$ cat config.mk
export PLATFORM = sky130hd
export DESIGN_NAME = altr_hps_rst_seq_flat
export DESIGN_NICKNAME = d
export VERILOG_FILES = /design/src/rtl/altr_hps_rst_seq_pkg.sv /design/src/rtl/altr_hps_rst_seq_if.sv /design/src/rtl/altr_hps_rst_seq_cntr.sv /design/src/rtl/altr_hps_rst_seq.sv /design/src/flat_wrapper.sv
export SDC_FILE = /design/constraint.sdc
export NUM_CORES = 1
export LEC_CHECK = 0
export CAP_MARGIN = 40
export CORE_AREA = 2 2 43 45
export DETAILED_ROUTE_END_ITERATION = 10
export DIE_AREA = 0 0 45 47
export GPL_TIMING_DRIVEN = 0
export PLACE_DENSITY = 0.65
export SLEW_MARGIN = 20
export SYNTH_ARGS = -nofsm -noshare
export SYNTH_HDL_FRONTEND = slang
export SYNTH_SLANG_ARGS = --single-unit
export TNS_END_PERCENT = 30
$ cat constraint.sdc
create_clock -name clk -period 1.35 [get_ports clk]
set_input_delay 0.135 -clock clk [delete_from_list [all_inputs] [get_ports clk]]
set_output_delay 0.135 -clock clk [all_outputs]
set_load 0.03 [all_outputs]
$ cat src/rtl/altr_hps_rst_seq_pkg.sv
// Shared state encoding and width helper for the HPS reset sequencer.
package altr_hps_rst_seq_pkg;

    localparam logic [1:0] S_CNT  = 2'd0;
    localparam logic [1:0] S_DONE = 2'd1;
    localparam logic [1:0] S_WARM = 2'd2;

    // Smallest unsigned width able to represent value (never below 1).
    function automatic int bits_for(input int value);
        int w;
        w = 1;
        while ((1 << w) <= value) w++;
        return w;
    endfunction

endpackage

$ cat src/rtl/altr_hps_rst_seq_if.sv
// Request/status bundle between a reset sequencer and its controller.
interface altr_hps_rst_seq_if #(
    parameter int NUM_STG = 4
);
    logic               i_warm_req;
    logic [NUM_STG-1:0] i_stg_hold;
    logic [NUM_STG-1:0] o_stg_rst_n;
    logic               o_seq_done;
    logic               o_warm_ack;

    modport master (
        output i_warm_req, i_stg_hold,
        input  o_stg_rst_n, o_seq_done, o_warm_ack
    );

    modport slave (
        input  i_warm_req, i_stg_hold,
        output o_stg_rst_n, o_seq_done, o_warm_ack
    );
endinterface

$ cat src/rtl/altr_hps_rst_seq_cntr.sv
// Saturating delay counter: sync clear, increment enable, terminal flag at DLY-1.
module altr_hps_rst_seq_cntr #(
    parameter int DLY       = 8,
    parameter int CNT_WIDTH = 4
) (
    input  logic clk,
    input  logic rst,
    input  logic clr,
    input  logic inc,
    output logic term
);
    localparam logic [CNT_WIDTH-1:0] LAST = CNT_WIDTH'(DLY - 1);

    logic [CNT_WIDTH-1:0] cnt;

    always_ff @(posedge clk) begin
        if (rst || clr) begin
            cnt <= '0;
        end else if (inc && (cnt != LAST)) begin
            cnt <= cnt + 1'b1;
        end
    end

    assign term = (cnt == LAST);

endmodule

$ cat src/rtl/altr_hps_rst_seq.sv
// Sequenced per-stage reset release with warm-reset re-assertion.
// Optional: define ALTR_HPS_RST_SEQ_HOLD_EN to let i_stg_hold stall a stage release.
module altr_hps_rst_seq
    import altr_hps_rst_seq_pkg::*;
#(
    parameter int NUM_STG   = 4,
    parameter int DLY       = 8,
    parameter int CNT_WIDTH = bits_for(DLY)
) (
    input logic                 clk,
    input logic                 i_rst,
    altr_hps_rst_seq_if.slave   ifc
);
    localparam int              IDX_W    = bits_for(NUM_STG - 1);
    localparam logic [IDX_W-1:0] LAST_IDX = IDX_W'(NUM_STG - 1);

    logic [1:0]         state;
    logic [IDX_W-1:0]   idx;
    logic [NUM_STG-1:0] stg_rst_n;
    logic               seq_done;
    logic               warm_ack;
    logic               term;
    logic               clr;
    logic               inc;
    logic               rel;
    logic               permit;

`ifdef ALTR_HPS_RST_SEQ_HOLD_EN
    assign permit = ~ifc.i_stg_hold[idx];
`else
    assign permit = 1'b1;
`endif

    altr_hps_rst_seq_cntr #(
        .DLY       (DLY),
        .CNT_WIDTH (CNT_WIDTH)
    ) u_cntr (
        .clk  (clk),
        .rst  (i_rst),
        .clr  (clr),
        .inc  (inc),
        .term (term)
    );

    // Warm request outranks a coincident release so no done pulse can slip out.
    always_comb begin
        clr = 1'b0;
        inc = 1'b0;
        rel = 1'b0;
        case (state)
            S_CNT: begin
                if (ifc.i_warm_req) begin
                    clr = 1'b1;
                end else if (term && permit) begin
                    rel = 1'b1;
                    clr = 1'b1;
                end else begin
                    inc = 1'b1;
                end
            end
            S_DONE: begin
                clr = ifc.i_warm_req;
            end
            S_WARM: begin
                if (term) clr = 1'b1;
                else      inc = 1'b1;
            end
            default: clr = 1'b1;
        endcase
    end

    always_ff @(posedge clk) begin
        if (i_rst) begin
            state     <= S_CNT;
            idx       <= '0;
            stg_rst_n <= '0;
            seq_done  <= 1'b0;
            warm_ack  <= 1'b0;
        end else begin
            warm_ack <= 1'b0;
            case (state)
                S_CNT, S_DONE: begin
                    if (ifc.i_warm_req) begin
                        state     <= S_WARM;
                        idx       <= '0;
                        stg_rst_n <= '0;
                        seq_done  <= 1'b0;
                    end else if (rel) begin
                        stg_rst_n[idx] <= 1'b1;
                        idx            <= idx + 1'b1;
                        if (idx == LAST_IDX) begin
                            state    <= S_DONE;
                            seq_done <= 1'b1;
                        end
                    end
                end
                S_WARM: begin
                    if (term) begin
                        warm_ack <= 1'b1;
                        state    <= S_CNT;
                    end
                end
                default: state <= S_CNT;
            endcase
        end
    end

    assign ifc.o_stg_rst_n = stg_rst_n;
    assign ifc.o_seq_done  = seq_done;
    assign ifc.o_warm_ack  = warm_ack;

endmodule

$ cat src/flat_wrapper.sv
// flat-port wrapper written by rule: the top's interface ports become plain ports
module altr_hps_rst_seq_flat import altr_hps_rst_seq_pkg::*;
#(
    parameter int NUM_STG   = 4,
    parameter int DLY       = 8,
    parameter int CNT_WIDTH = bits_for(DLY)
)
  (clk, i_rst, ifc_i_warm_req, ifc_i_stg_hold, ifc_o_stg_rst_n, ifc_o_seq_done, ifc_o_warm_ack);
  altr_hps_rst_seq_if #(.NUM_STG(NUM_STG)) ifc_i ();
  input logic clk;
  input logic i_rst;
  input wire logic [$bits(ifc_i.i_warm_req)-1:0] ifc_i_warm_req;
  input wire logic [$bits(ifc_i.i_stg_hold)-1:0] ifc_i_stg_hold;
  output wire logic [$bits(ifc_i.o_stg_rst_n)-1:0] ifc_o_stg_rst_n;
  output wire logic [$bits(ifc_i.o_seq_done)-1:0] ifc_o_seq_done;
  output wire logic [$bits(ifc_i.o_warm_ack)-1:0] ifc_o_warm_ack;
  assign ifc_i.i_warm_req = ifc_i_warm_req;
  assign ifc_i.i_stg_hold = ifc_i_stg_hold;
  assign ifc_o_stg_rst_n = ifc_i.o_stg_rst_n;
  assign ifc_o_seq_done = ifc_i.o_seq_done;
  assign ifc_o_warm_ack = ifc_i.o_warm_ack;
  altr_hps_rst_seq #(.NUM_STG(NUM_STG), .DLY(DLY), .CNT_WIDTH(CNT_WIDTH)) u_core (.clk(clk), .i_rst(i_rst), .ifc(ifc_i));
endmodule
---- Yosys cells after proc, flatten, opt, wreduce, memory -nomap -nowiden ----
Cells that the tools add are included.
storage, ports and cells
  bits in registers ....................... 14
  output and inout bits ................... 6
operators by class
  $add $sub $neg .......................... 2
  $lt $le $gt $ge ......................... 2
  equal/unequal tests ..................... 8
  mux-type cells .......................... 22
  bitwise operators ....................... 2
  reduce and logical (&&, ||, !) cells .... 11
operators with widths
  operator               number
  $mux W2                6
  $mux W1                10
  $mux W4                2
  $ne A3 B2 Y1 const B   2
  $reduce_and A3 Y1      2
  $add A4 B1 Y4 const B  1
  $eq A2 B2 Y1 const B   2
  $eq A4 B3 Y1 const B   1
  $ne A4 B3 Y1 const B   1
  $or A4 B4 Y4           1
  $pmux W2 S2            1
  $reduce_bool A2 Y1     2
  $reduce_or A2 Y1       2
  $lt A2 B3 Y1 const B   1
  $pmux W1 S3            1
  $add A2 B1 Y2 const B  1
  $demux W1 S2           1
  $eq A2 B1 Y1 const B   1
  $ge A2 B1 Y1 const B   1
  $logic_and A1 B1 Y1    2
  $logic_not A2 Y1       1
  $ne A2 B1 Y1 const B   1
  $pmux W1 S2            1
  $reduce_and A2 Y1      1
  2 further kinds        2

---- Longest topological paths before layout ----
Gate-level depths: netlist of run 1.
  word-level depth ........................ 7
  gate-level depth with buffers ........... 4
  gate-level depth less buffers ........... 4

---- Modules after synthesis ----
From an unflattened synthesis of run 1, not the netlist that was laid out.
second synthesis, totals
  cell total of the unflattened synthesis .. 70
  area total of the unflattened synthesis .. 648.1 um^2
modules (own cells, without submodules)
  module                 times used  cells an instance  area an instance (um^2)  sequential area each (um^2)
  altr_hps_rst_seq       1           47                 440.4                    200.2
  altr_hps_rst_seq_cntr  1           23                 207.7                    80.1

---- Least setup slack after synthesis of run 1 ----
OpenSTA, ideal clock, no wires.
  path kind ............................... reg-to-reg
  start ................................... reg u_core.u_cntr.cnt[0]
  end ..................................... reg u_core.u_cntr.cnt[1]
  library setup time ...................... 0.070 ns
  arrival ................................. 1.299 ns
  required time ........................... 1.280 ns
  setup slack ............................. -0.019 ns
  stages on the path, launching flop included .. 5
  buffers on the path ..................... 0
  cell sequence ........................... dfxtp_1 > ha_1 > and3b_4 > or4b_1 > a21oi_1
between the ends
  longest elaborated chain between the ends .. 5
  elaborated cells on any way between the ends .. 11
  those cells by class .................... add/sub: 1; eq/ne: 2; mux: 6; reduce/logical: 2
RTL lines
  item                                                       RTL line                                                  RTL
  from (decl)                                                altr_hps_rst_seq_cntr.sv:14                               logic [CNT_WIDTH-1:0] cnt;
  from (signal assigned)                                     altr_hps_rst_seq_cntr.sv:20                               cnt <= cnt + 1'b1;
  $eq A4 B3 Y1                                               altr_hps_rst_seq_cntr.sv:24                               assign term = (cnt == LAST);
  $mux W1                                                    altr_hps_rst_seq.sv:54, altr_hps_rst_seq.sv:65
  $mux W1                                                    altr_hps_rst_seq.sv:52                                    if (ifc.i_warm_req) begin
  $pmux W1 S3 or $pmux W1 S2 (tied branches)                 altr_hps_rst_seq.sv:50                                    case (state)
  $logic_or A1 B1 Y1 or $logic_and A1 B1 Y1 (tied branches)  altr_hps_rst_seq_cntr.sv:17, altr_hps_rst_seq_cntr.sv:19
Several ways; a longest one is shown, not always the timed one.
A chain may end at the register's enable or synchronous reset.

---- Worst setup path after layout of run 1 ----
Same ends and word-level chain as after synthesis.

==> results of run 1 <==
-- cell usage after synthesis (2+ instances only) --
library cell and count:
or3_1 2, o31ai_1 5, inv_1 4, nor2_1 6
o21a_1 3, nand2_1 2, a31oi_1 3, dfxtp_1 14
or4b_1 2, nand4_1 3, nand2b_1 2, a21oi_1 6
ha_1 5, nand3_1 2
-- worst max-delay path by stage --
| stage | start | to |
|---|---|---|
| CTS | u_core.u_cntr.cnt[1]$_SDFFE_PP0P_ | u_core.u_cntr.cnt[1]$_SDFFE_PP0P_ |
| finish | u_core.u_cntr.cnt[0]$_SDFFE_PP0P_ | u_core.u_cntr.cnt[1]$_SDFFE_PP0P_ |
| global route | u_core.u_cntr.cnt[0]$_SDFFE_PP0P_ | u_core.u_cntr.cnt[1]$_SDFFE_PP0P_ |
| global placement | ifc_i_warm_req | u_core.u_cntr.cnt[1]$_SDFFE_PP0P_ |
| floorplan | u_core.u_cntr.cnt[0]$_SDFFE_PP0P_ | u_core.u_cntr.cnt[1]$_SDFFE_PP0P_ |
| detailed placement | ifc_i_warm_req | u_core.u_cntr.cnt[3]$_SDFFE_PP0P_ |
-- power by group through the flow --
stage                     clock, mW  sequential [mW]  combinational [mW]
after global routing          0.254            0.431              0.0689
after floorplan                   0            0.435              0.0359
final                         0.239            0.430              0.0621
after CTS                     0.239            0.429              0.0549
after global placement            0            0.436              0.0529
after detailed placement          0            0.437              0.0535
-- sequential cells by signal (all words and copies together) (netlist names) --
name                    count
u_core.ifc.o_seq_done       1
u_core.u_cntr.cnt           4
u_core.ifc.o_stg_rst_n      4
u_core.state                2
u_core.idx                  2
u_core.ifc.o_warm_ack       1
-- critical path, cell delays in order (launching register included) --
cell	delay [ps]
dfxtp_2	350
ha_4	170
and3b_4	200
or4b_4	480
a21oi_2	110
-- per-layer routing --
metal / routed length [µm] / vias to the layer above / share of wire [%] / GRT usage [%]
met4: 25 / 0 / 2.0 / 7.06
met2: 525 / 9 / 41 / 17.4
met5: 0 / - / 0 / 0
li1: - / 288 / - / -
met3: 42 / 4 / 3.3 / 2.31
met1: 678 / 253 / 53 / 18.8
-- cell type report --
cell class                      instances  area (µm²)  area share, %
Tap cell                               17        21.3           2.65
Multi-Input combinational cell         51         385           48.0
Inverter                                4        15.0           1.87
Sequential cell                        14         283           35.2
Timing Repair Buffer                    8        72.6           9.03
Clock buffer                            3        22.5           2.80
Buffer                                  1        3.75          0.467
-- what timing repair did --
action | CTS | global route
endpoints found under the setup margin | 8 | 3
pin swaps | 0 | 1
gates resized for setup | 8 | 5
-- logic make-up (layout without fill, tap and decap cells) --
family / Yosys count / count (layout) / share of synthesized area [%]
adders and majority gates: 5 / 5 / 9.49
AOI/OAI and AO/OA: 18 / 18 / 17.3
buffers and inverters: 5 / 16 / 2.85
and+or+nand+nor: 28 / 28 / 27.9
DFF: 14 / 14 / 42.5
==> metrics.md, run 1 <==
| Metric | Value |
|---|---|
| Minimum clock period | 1380 ps |
| Leakage | 0.328 nW |
| Unrepaired setup endpoints after global routing | true |
| Die Footprint | 2120 µm² |
| Clock transition at path regs | 80 ps |
| R2R Path End | u_core.u_cntr.cnt[1]$_SDFFE_PP0P_ |
| Clk buf depth | 2 |
| N_diodes | 0 |
| Final net count | 95 |
| CTS Hold Bufs | 0 |
| Reg2reg start | u_core.u_cntr.cnt[0]$_SDFFE_PP0P_ |
| Most used DFF post-synth | dfxtp_1 |
| HP Class | reg -> reg |
| Combinational share of power | 8.5% |
| FP Rows | 15 |
| Top cell type's share of synthesized area | 42.5% |
| Initial Utilization | 39.9% |
| Setup Skew | 6.24 ps |
| Layout area overhead | 21.8% |
| Dpl cells | 95 |
| Final GP Congestion | 0.818 |
| Net Sw Frac | 24.5% |
| Worst-path fanout max | 6 |
| Syn Std Cell Area | 659 µm² |
| Async set-reset flop share out of synthesis | 0% |
| Pins Over Slew Limit | 0 |
| Via count of the routed design | 554 |
| Vias per cell | 5.65 |
| Most common cell after layout, fill and taps aside | dfxtp_1 |
| TritonCTS Sinks | 14 |
| Total Wirelength | 1.27 mm |
| Global-route wire length before repair | 1.99 mm |
| Die height | 47 µm |
| FF-to-FF path depth | 4 |
| Number of synthesized flops with an enable pin | 0 |
| Post-Layout Cell Count | 98 |
| Post-Place Setup Slack | -223 ps |
| Most frequent cells in the layout | 12 x dfxtp_1, 6 x nor2_1, 6 x dlygate4sd2_1, 5 x a21oi_1, 5 x o31ai_1 |
| Worst-Margin Slew | 377 ps |
| Post-DP HPWL | 884 µm |
| Final WS setup | -26.8 ps |
| TritonCTS Buffers | 3 |
| Gate Count Post-Synth | 70 |
| H-tree depth | 1 |
| WHS Path Cells | 1 |
| Root Driver | clkbuf_4 |
| Worst hold slack | 468 ps |
| Area post-placement | 763 µm² |
| Die Span X | 45 µm |
| Slew headroom | 74.8% |
| Global route total overflow | 0 |
| Reg power frac | 58.8% |
| Peak Freq | 726 MHz |
| Fill count | 161 |
| Avg Inst Size Synth | 9.42 µm² |
| Post-Route Utilization | 48.6% |
| Setup violations, final | 1 |
| Sequential area share after synthesis | 42.5% |
| Clock Latency Late Sink | 280 ps |
| #FFs+latches synth | 14 |
| Core Region | 1650 µm² |
| Crit share post-route | 102% |
| Status | complete, but fails checks |
| Peak supply drop | 0.000624 V |
| Setup TNS | -26.8 ps |
| Initial antenna violation count | 0 |
| Largest cells by area after synthesis | dfxtp_1 43%, ha_1 9.5%, o31ai_1 5.7% |
| Setup Buffers After CTS | 0 |
| Cell area power density | 909 nW/µm² |
| Largest net degree at the start of global routing | 11 |
| CP arrival | 1600 ps |
| Top Ports | 13 |
| Crit start category | flip-flop |
| Worst Setup Path Type | reg -> reg |
| Area leader, netlist | dfxtp_1 |
| Post-route cell area | 803 µm² |
| Final count of hold timing violations | 0 |
| Synth Warn # | 0 |
| ANT nets after route | 0 |
| Fraction of layout instances using a drive strength above 1 | 14.8% |
| Post-synth cell types | 25 |
| Port bufs | 8 |
| Crit path required time | 1570 ps |
| Gr usage total | 12.8% |
| Vias in the first global route | 453 |
| Total Power | 730 µW |
| CTS tree | built |
| Hold Crit Start | u_core.ifc.o_seq_done$_SDFFE_PP0P_ |
| Post-synth net total | 82 |
| 1st-iter DRT viols | 12 |
| Drt drc | 0 |
| Cell Int Power | 552 µW |
| Violated checks | setup timing |
| CP endpoint kind | flip-flop |
| Worst hold endpoint | u_core.ifc.o_seq_done$_SDFFE_PP0P_ |
| Pre-Repair DR Iteration Count | 4 |
| Sw Pwr | 179 µW |
| Reg2Reg Setup Slack | -30 ps |
| Clock power share | 32.7% |
| Max_cap viols | 0 |
| Post-DR wirelength/cell | 13.0 µm |
No activity file was read; power rests on OpenSTA's default activity.
==> run 2: changes to the inputs <==
--- a/config.mk
+++ b/config.mk
@@ -11,6 +11,7 @@
 export DIE_AREA = 0 0 45 47
 export GPL_TIMING_DRIVEN = 0
 export PLACE_DENSITY = 0.65
+export SKIP_LAST_GASP = 1
 export SLEW_MARGIN = 20
 export SYNTH_ARGS = -nofsm -noshare
 export SYNTH_HDL_FRONTEND = slang
==> constraint.sdc (replaced) <==
create_clock -name clk -period 1.2 [get_ports clk]
set_input_delay 0.12 -clock clk [delete_from_list [all_inputs] [get_ports clk]]
set_output_delay 0.12 -clock clk [all_outputs]
set_load 0.03 [all_outputs]
==> metrics.md, run 2 (same netlist as run 1, synthesis figures left out) <==
| Metric | Value |
|---|---|
| Crit path required time | 1410 ps (was 1570 ps) |
| Worst-Margin Slew | 356 ps (was 377 ps) |
| Setup TNS | -864 ps (was -26.8 ps) |
| Fraction of layout instances using a drive strength above 1 | 16.9% (was 14.8%) |
| Die Footprint | 2120 µm² (unchanged) |
| Gr usage total | 13.9% (was 12.8%) |
| Vias per cell | 5.59 (was 5.65) |
| Slew headroom | 76.2% (was 74.8%) |
| CTS tree | built (unchanged) |
| Initial Utilization | 39.9% (unchanged) |
| Port bufs | 8 (unchanged) |
| Clk buf depth | 2 (unchanged) |
| Top Ports | 13 (unchanged) |
| Violated checks | setup timing (unchanged) |
| Setup Skew | 0.772 ps (was 6.24 ps) |
| Reg2reg start | u_core.u_cntr.cnt[0]$_SDFFE_PP0P_ (unchanged) |
| Crit share post-route | 115% (was 102%) |
| Area post-placement | 776 µm² (was 763 µm²) |
| Worst-path fanout max | 5 (was 6) |
| Pins Over Slew Limit | 0 (unchanged) |
| Leakage | 0.364 nW (was 0.328 nW) |
| 1st-iter DRT viols | 8 (was 12) |
| Minimum clock period | 1380 ps (about the same) |
| ANT nets after route | 0 (unchanged) |
| Post-DP HPWL | 910 µm (was 884 µm) |
| H-tree depth | 1 (unchanged) |
| Final WS setup | -178 ps (was -26.8 ps) |
| Max_cap viols | 0 (unchanged) |
| Setup violations, final | 9 (was 1) |
| Hold Crit Start | u_core.ifc.o_seq_done$_SDFFE_PP0P_ (unchanged) |
| Layout area overhead | 25.8% (was 21.8%) |
| Cell area power density | 1060 nW/µm² (was 909 nW/µm²) |
| Total Wirelength | 1.25 mm (was 1.27 mm) |
| TritonCTS Buffers | 3 (unchanged) |
| Worst Setup Path Type | reg -> reg (unchanged) |
| Critical path cell sequence | ha_4, and3b_4, or4b_4, a21oi_2 (unchanged) |
| N_diodes | 0 (unchanged) |
| CP startpoint | u_core.u_cntr.cnt[0]$_SDFFE_PP0P_ (unchanged) |
| Final net count | 96 (was 95) |
| Wire length on met1 | 626 µm (was 678 µm) |
| CP arrival | 1590 ps (was 1600 ps) |
| Clock transition at path regs | 80 ps (about the same) |
| Unrepaired setup endpoints after global routing | true (unchanged) |
| Die Span X | 45 µm (unchanged) |
| HP Class | reg -> reg (unchanged) |
| Peak Freq | 726 MHz (about the same) |
| Delay-heaviest family, CP | simple AND/OR/NAND/NOR gates (unchanged) |
| Crit start category | flip-flop (unchanged) |
| Worst path bufs/invs | 0 (unchanged) |
| FP Rows | 15 (unchanged) |
| Largest net degree at the start of global routing | 11 (unchanged) |
| Status | complete, but fails checks (unchanged) |
| Vias in the first global route | 475 (was 453) |
| Global-route wire length before repair | 2.08 mm (was 1.99 mm) |
| CP endpoint kind | flip-flop (unchanged) |
| Post-DR wirelength/cell | 12.5 µm (was 13.0 µm) |
| Drt drc | 0 (unchanged) |
| Most frequent cells in the layout | 12 x dfxtp_1, 6 x nor2_1, 5 x a21oi_1, 5 x o31ai_1 (was 12 x dfxtp_1, 6 x nor2_1, 6 x dlygate4sd2_1, 5 x a21oi_1, 5 x o31ai_1) |
| TritonCTS Sinks | 14 (unchanged) |
| Initial antenna violation count | 0 (unchanged) |
| Most common cell after layout, fill and taps aside | dfxtp_1 (unchanged) |
| Peak supply drop | 0.000579 V (was 0.000624 V) |
| Pre-Repair DR Iteration Count | 4 (unchanged) |
| Highest routed layer | met4 (unchanged) |
| Core Region | 1650 µm² (unchanged) |
| Crit path largest cell delay | 480 ps (about the same) |
| Final GP Congestion | 0.752 (was 0.818) |
| Final count of hold timing violations | 0 (unchanged) |
| Post-route cell area | 830 µm² (was 803 µm²) |
| Met2 wire len | 546 µm (was 525 µm) |
| Slowest stage cell, crit path | or4b_4 (unchanged) |
| Global route total overflow | 0 (unchanged) |
| WL met3 | 60 µm (was 42 µm) |
| Via count of the routed design | 559 (was 554) |
| Die height | 47 µm (unchanged) |
| Root Driver | clkbuf_4 (unchanged) |
| Clock Latency Late Sink | 270 ps (was 280 ps) |
[run 2: cell count changes in the layout (fill, tap and decap cells not counted), sizes merged]
| cell | delta |
|---|---|
| dlymetal6s2s | +2 |
| dlygate4sd2 | -2 |
| clkbuf | +2 |
[run 2: per-stage QoR]
| step | utilization, % | cells | power, mW | setup slack [ps] | hold WS [ps] |
|---|---|---|---|---|---|
| CTS | 48.9 | 99 | 0.896 | -210 | 469 |
| finish | 50.2 | 100 | 0.881 | -178 | 467 |
| floorplan | - | 70 | 0.533 | -115 | 189 |
| global route | 50.2 | 100 | 0.926 | -240 | 478 |
| global placement | 47.0 | 95 | 0.555 | -382 | 453 |
| detailed placement | 47.0 | 95 | 0.557 | -401 | 456 |
[run 2: routing by layer]
metal,GRT usage [%],vias up
li1,-,291
met1,20.2,252
met2,18.9,14
met3,2.31,2
met4,8.82,0
met5,0,-
[run 2: final cells by class]
cell class	instances	area, µm²
Multi-Input combinational cell	51	380
Sequential cell	14	285
Timing Repair Buffer	9	87.6
Tap cell	17	21.3
Fill cell	170	822
Inverter	4	15.0
Buffer	1	3.75
Clock buffer	4	36.3
[run 2: power by group]
group | leakage (nW) | switching (mW) | internal [mW]
Combinational | 0.229 | 0.0369 | 0.0291
Sequential | 0.114 | 0.0110 | 0.472
Clock | 0.0210 | 0.148 | 0.184
Total | 0.364 | 0.196 | 0.685
[run 2: path summary, 6_finish.rpt]
check | slack (ps) | depth (start not counted) | end
max reg2reg | -180 | 4 | u_core.u_cntr.cnt[1]$_SDFFE_PP0P_
max | -180 | 4 | u_core.u_cntr.cnt[1]$_SDFFE_PP0P_
min | 470 | 1 | u_core.ifc.o_seq_done$_SDFFE_PP0P_
min reg2reg | 470 | 1 | u_core.ifc.o_seq_done$_SDFFE_PP0P_
[run 2: timing repair]
action / CTS / global route
setup buffers: 0 / 1
pin swaps: 0 / 1
endpoints found under the setup margin: 15 / 11
hold buffers: 0 / 0
resized for setup: 4 / 5
==> run 3: changes to the inputs <==
--- a/config.mk
+++ b/config.mk
@@ -6,11 +6,11 @@
 export NUM_CORES = 1
 export LEC_CHECK = 0
 export CAP_MARGIN = 40
-export CORE_AREA = 2 2 43 45
+export CORE_AREA = 2 2 41 43
 export DETAILED_ROUTE_END_ITERATION = 10
-export DIE_AREA = 0 0 45 47
+export DIE_AREA = 0 0 43 45
 export GPL_TIMING_DRIVEN = 0
-export PLACE_DENSITY = 0.65
+export PLACE_DENSITY = 0.68
 export SKIP_LAST_GASP = 1
 export SLEW_MARGIN = 20
 export SYNTH_ARGS = -nofsm -noshare
==> constraint.sdc (replaced) <==
create_clock -name clk -period 1.5 [get_ports clk]
set_input_delay 0.15 -clock clk [delete_from_list [all_inputs] [get_ports clk]]
set_output_delay 0.15 -clock clk [all_outputs]
set_load 0.03 [all_outputs]
==> metrics.md, run 3 (same netlist as run 1, synthesis figures left out) <==
| Metric | Value |
|---|---|
| Slew headroom | 74.2% (was 76.2%) |
| Die Span X | 43 µm (was 45 µm) |
| Most common cell after layout, fill and taps aside | dfxtp_1 (unchanged) |
| Worst Setup Path Type | reg -> out (was reg -> reg) |
| Post-DP HPWL | 881 µm (was 910 µm) |
| N_diodes | 0 (unchanged) |
| Peak supply drop | 0.000524 V (was 0.000579 V) |
| Post-Layout Cell Count | 98 (was 100) |
| TritonCTS Buffers | 3 (unchanged) |
| Global route total overflow | 0 (unchanged) |
| Crit path required time | 1350 ps (was 1410 ps) |
| Total Wirelength | 1.19 mm (was 1.25 mm) |
| Worst hold slack | 475 ps (was 467 ps) |
| Setup Skew | 3.64 ps (was 0.772 ps) |
| Reg2reg start | u_core.u_cntr.cnt[0]$_SDFFE_PP0P_ (unchanged) |
| Post-DR wirelength/cell | 12.1 µm (was 12.5 µm) |
| Top Ports | 13 (unchanged) |
| Port bufs | 8 (unchanged) |
| CTS tree | built (unchanged) |
| Cell count along the critical path | 1 (was 4) |
| Worst-Margin Slew | 386 ps (was 356 ps) |
| Initial Utilization | 44.8% (was 39.9%) |
| FP Rows | 14 (was 15) |
| Crit start category | flip-flop (unchanged) |
| Post-Place Setup Slack | -86.3 ps (was -401 ps) |
| Final GP Congestion | 0.758 (was 0.752) |
| Clock Latency Late Sink | 280 ps (was 270 ps) |
| Global-route wire length before repair | 2.06 mm (was 2.08 mm) |
| CP arrival | 1290 ps (was 1590 ps) |
| FF-to-FF path depth | 4 (unchanged) |
| Max_cap viols | 0 (unchanged) |
| Clk buf depth | 2 (unchanged) |
| Delay-heaviest family, CP | buffers and inverters (was simple AND/OR/NAND/NOR gates) |
| Unrepaired setup endpoints after global routing | false (was true) |
| Largest net degree at the start of global routing | 11 (unchanged) |
| Total Power | 705 µW (was 881 µW) |
| Final count of hold timing violations | 0 (unchanged) |
| Root Driver | clkbuf_4 (unchanged) |
| Gr usage total | 14.0% (was 13.9%) |
| Peak Freq | 695 MHz |
| Pre-Repair DR Iteration Count | 4 (unchanged) |
| HP Class | reg -> reg (unchanged) |
| Worst path bufs/invs | 1 (was 0) |
| Final WS setup | 61.9 ps (was -178 ps) |
| Fraction of layout instances using a drive strength above 1 | 11.0% (was 16.9%) |
| Critical path cell sequence | clkdlybuf4s50_1 (was ha_4, and3b_4, or4b_4, a21oi_2) |
| Die Footprint | 1940 µm² (was 2120 µm²) |
| Drt drc | 0 (unchanged) |
| Via count of the routed design | 547 (was 559) |
| 1st-iter DRT viols | 9 (was 8) |
| Crit share post-route | 95.9% |
| Setup violations, final | 0 (was 9) |
| Vias in the first global route | 487 (was 475) |
| Clock transition at path regs | 90 ps (was 80 ps) |
| Most frequent cells in the layout | 14 x dfxtp_1, 8 x clkdlybuf4s50_1, 6 x a21oi_1, 6 x nor2_1, 5 x o31ai_1 (was 12 x dfxtp_1, 6 x nor2_1, 5 x a21oi_1, 5 x o31ai_1) |
| TritonCTS Sinks | 14 (unchanged) |
| H-tree depth | 1 (unchanged) |
| Worst-path fanout max | 2 (was 5) |
| Setup TNS | 0 ps (was -864 ps) |
| ANT nets after route | 0 (unchanged) |
| Minimum clock period | 1440 ps |
| CP startpoint | u_core.ifc.o_stg_rst_n[3]$_SDFFE_PP0P_ (was u_core.u_cntr.cnt[0]$_SDFFE_PP0P_) |
| Core Region | 1470 µm² (was 1650 µm²) |
| Area post-placement | 759 µm² (was 776 µm²) |
| Crit path largest cell delay | 670 ps (was 480 ps) |
| CP endpoint kind | output port (was flip-flop) |
| Dpl cells | 94 (was 95) |
| Reg2Reg Setup Slack | 90 ps (was -180 ps) |
| Final net count | 95 (was 96) |
| Slowest stage cell, crit path | clkdlybuf4s50_1 (was or4b_4) |
| Die height | 45 µm (was 47 µm) |
| Cell area power density | 883 nW/µm² (was 1060 nW/µm²) |
| Post-route cell area | 798 µm² (was 830 µm²) |
| Initial antenna violation count | 0 (unchanged) |
| CP Capture Point | ifc_o_stg_rst_n[3] (was u_core.u_cntr.cnt[1]$_SDFFE_PP0P_) |
| Leakage | 0.298 nW (was 0.364 nW) |
| Vias per cell | 5.58 (was 5.59) |
| R2R Path End | u_core.u_cntr.cnt[1]$_SDFFE_PP0P_ (unchanged) |
| Setup Buffers After CTS | 0 (unchanged) |
| Post-Route Utilization | 54.3% (was 50.2%) |
| Layout area overhead | 21.1% (was 25.8%) |
| Pins Over Slew Limit | 0 (unchanged) |
| Status | finished clean (was complete, but fails checks) |
-- run 3: changes by cell type in the layout (fill, tap and decap cells not counted), sizes merged --
| cell | delta |
|---|---|
| dlymetal6s2s | -2 |
| clkdlybuf4s50 | +6 |
| dlygate4sd2 | -4 |
| buf | -1 |
-- run 3: layout make-up --
| cell class | instances | area [µm²] |
|---|---|---|
| Fill cell | 148 | 673 |
| Multi-Input combinational cell | 51 | 363 |
| Sequential cell | 14 | 280 |
| Timing Repair Buffer | 8 | 80.1 |
| Clock buffer | 4 | 36.3 |
| Tap cell | 16 | 20.0 |
| Inverter | 4 | 15.0 |
| Buffer | 1 | 3.75 |
-- run 3: worst min-delay path by stage --
stage | startpoint | end | slack [ps] | cells past startpoint
global route | u_core.ifc.o_seq_done$_SDFFE_PP0P_ | u_core.ifc.o_seq_done$_SDFFE_PP0P_ | 500 | 1
detailed placement | u_core.ifc.o_seq_done$_SDFFE_PP0P_ | u_core.ifc.o_seq_done$_SDFFE_PP0P_ | 460 | 1
global placement | u_core.ifc.o_stg_rst_n[1]$_SDFFE_PP0P_ | u_core.ifc.o_stg_rst_n[1]$_SDFFE_PP0P_ | 450 | 2
CTS | u_core.ifc.o_seq_done$_SDFFE_PP0P_ | u_core.ifc.o_seq_done$_SDFFE_PP0P_ | 480 | 1
floorplan | i_rst | u_core.state[1]$_SDFFE_PP0P_ | 220 | 1
finish | u_core.ifc.o_stg_rst_n[1]$_SDFFE_PP0P_ | u_core.ifc.o_stg_rst_n[1]$_SDFFE_PP0P_ | 470 | 2
-- run 3: layer usage --
metal | up-vias | part of all wire, % | GRT usage, % | wire length (µm)
li1 | 290 | - | - | -
met1 | 244 | 55 | 20.4 | 659
met2 | 11 | 40 | 20.0 | 474
met3 | 2 | 3.5 | 3.60 | 42
met4 | 0 | 1.1 | 5.45 | 13
met5 | - | 0 | 0 | 0
-- run 3: power by group --
group	switching, mW	internal, mW	leakage [nW]	total (mW)
sequential	0.00705	0.377	0.113	0.384
combinational	0.0281	0.0202	0.164	0.0483
clock	0.125	0.148	0.0210	0.272
total	0.160	0.545	0.298	0.705
-- run 3: what timing repair did --
action | in CTS | in global routing
resized for setup | 0 | 1
hold buffers | 0 | 0
endpoints found under the hold margin | 0 | 0
endpoints found under the setup margin | 0 | 1
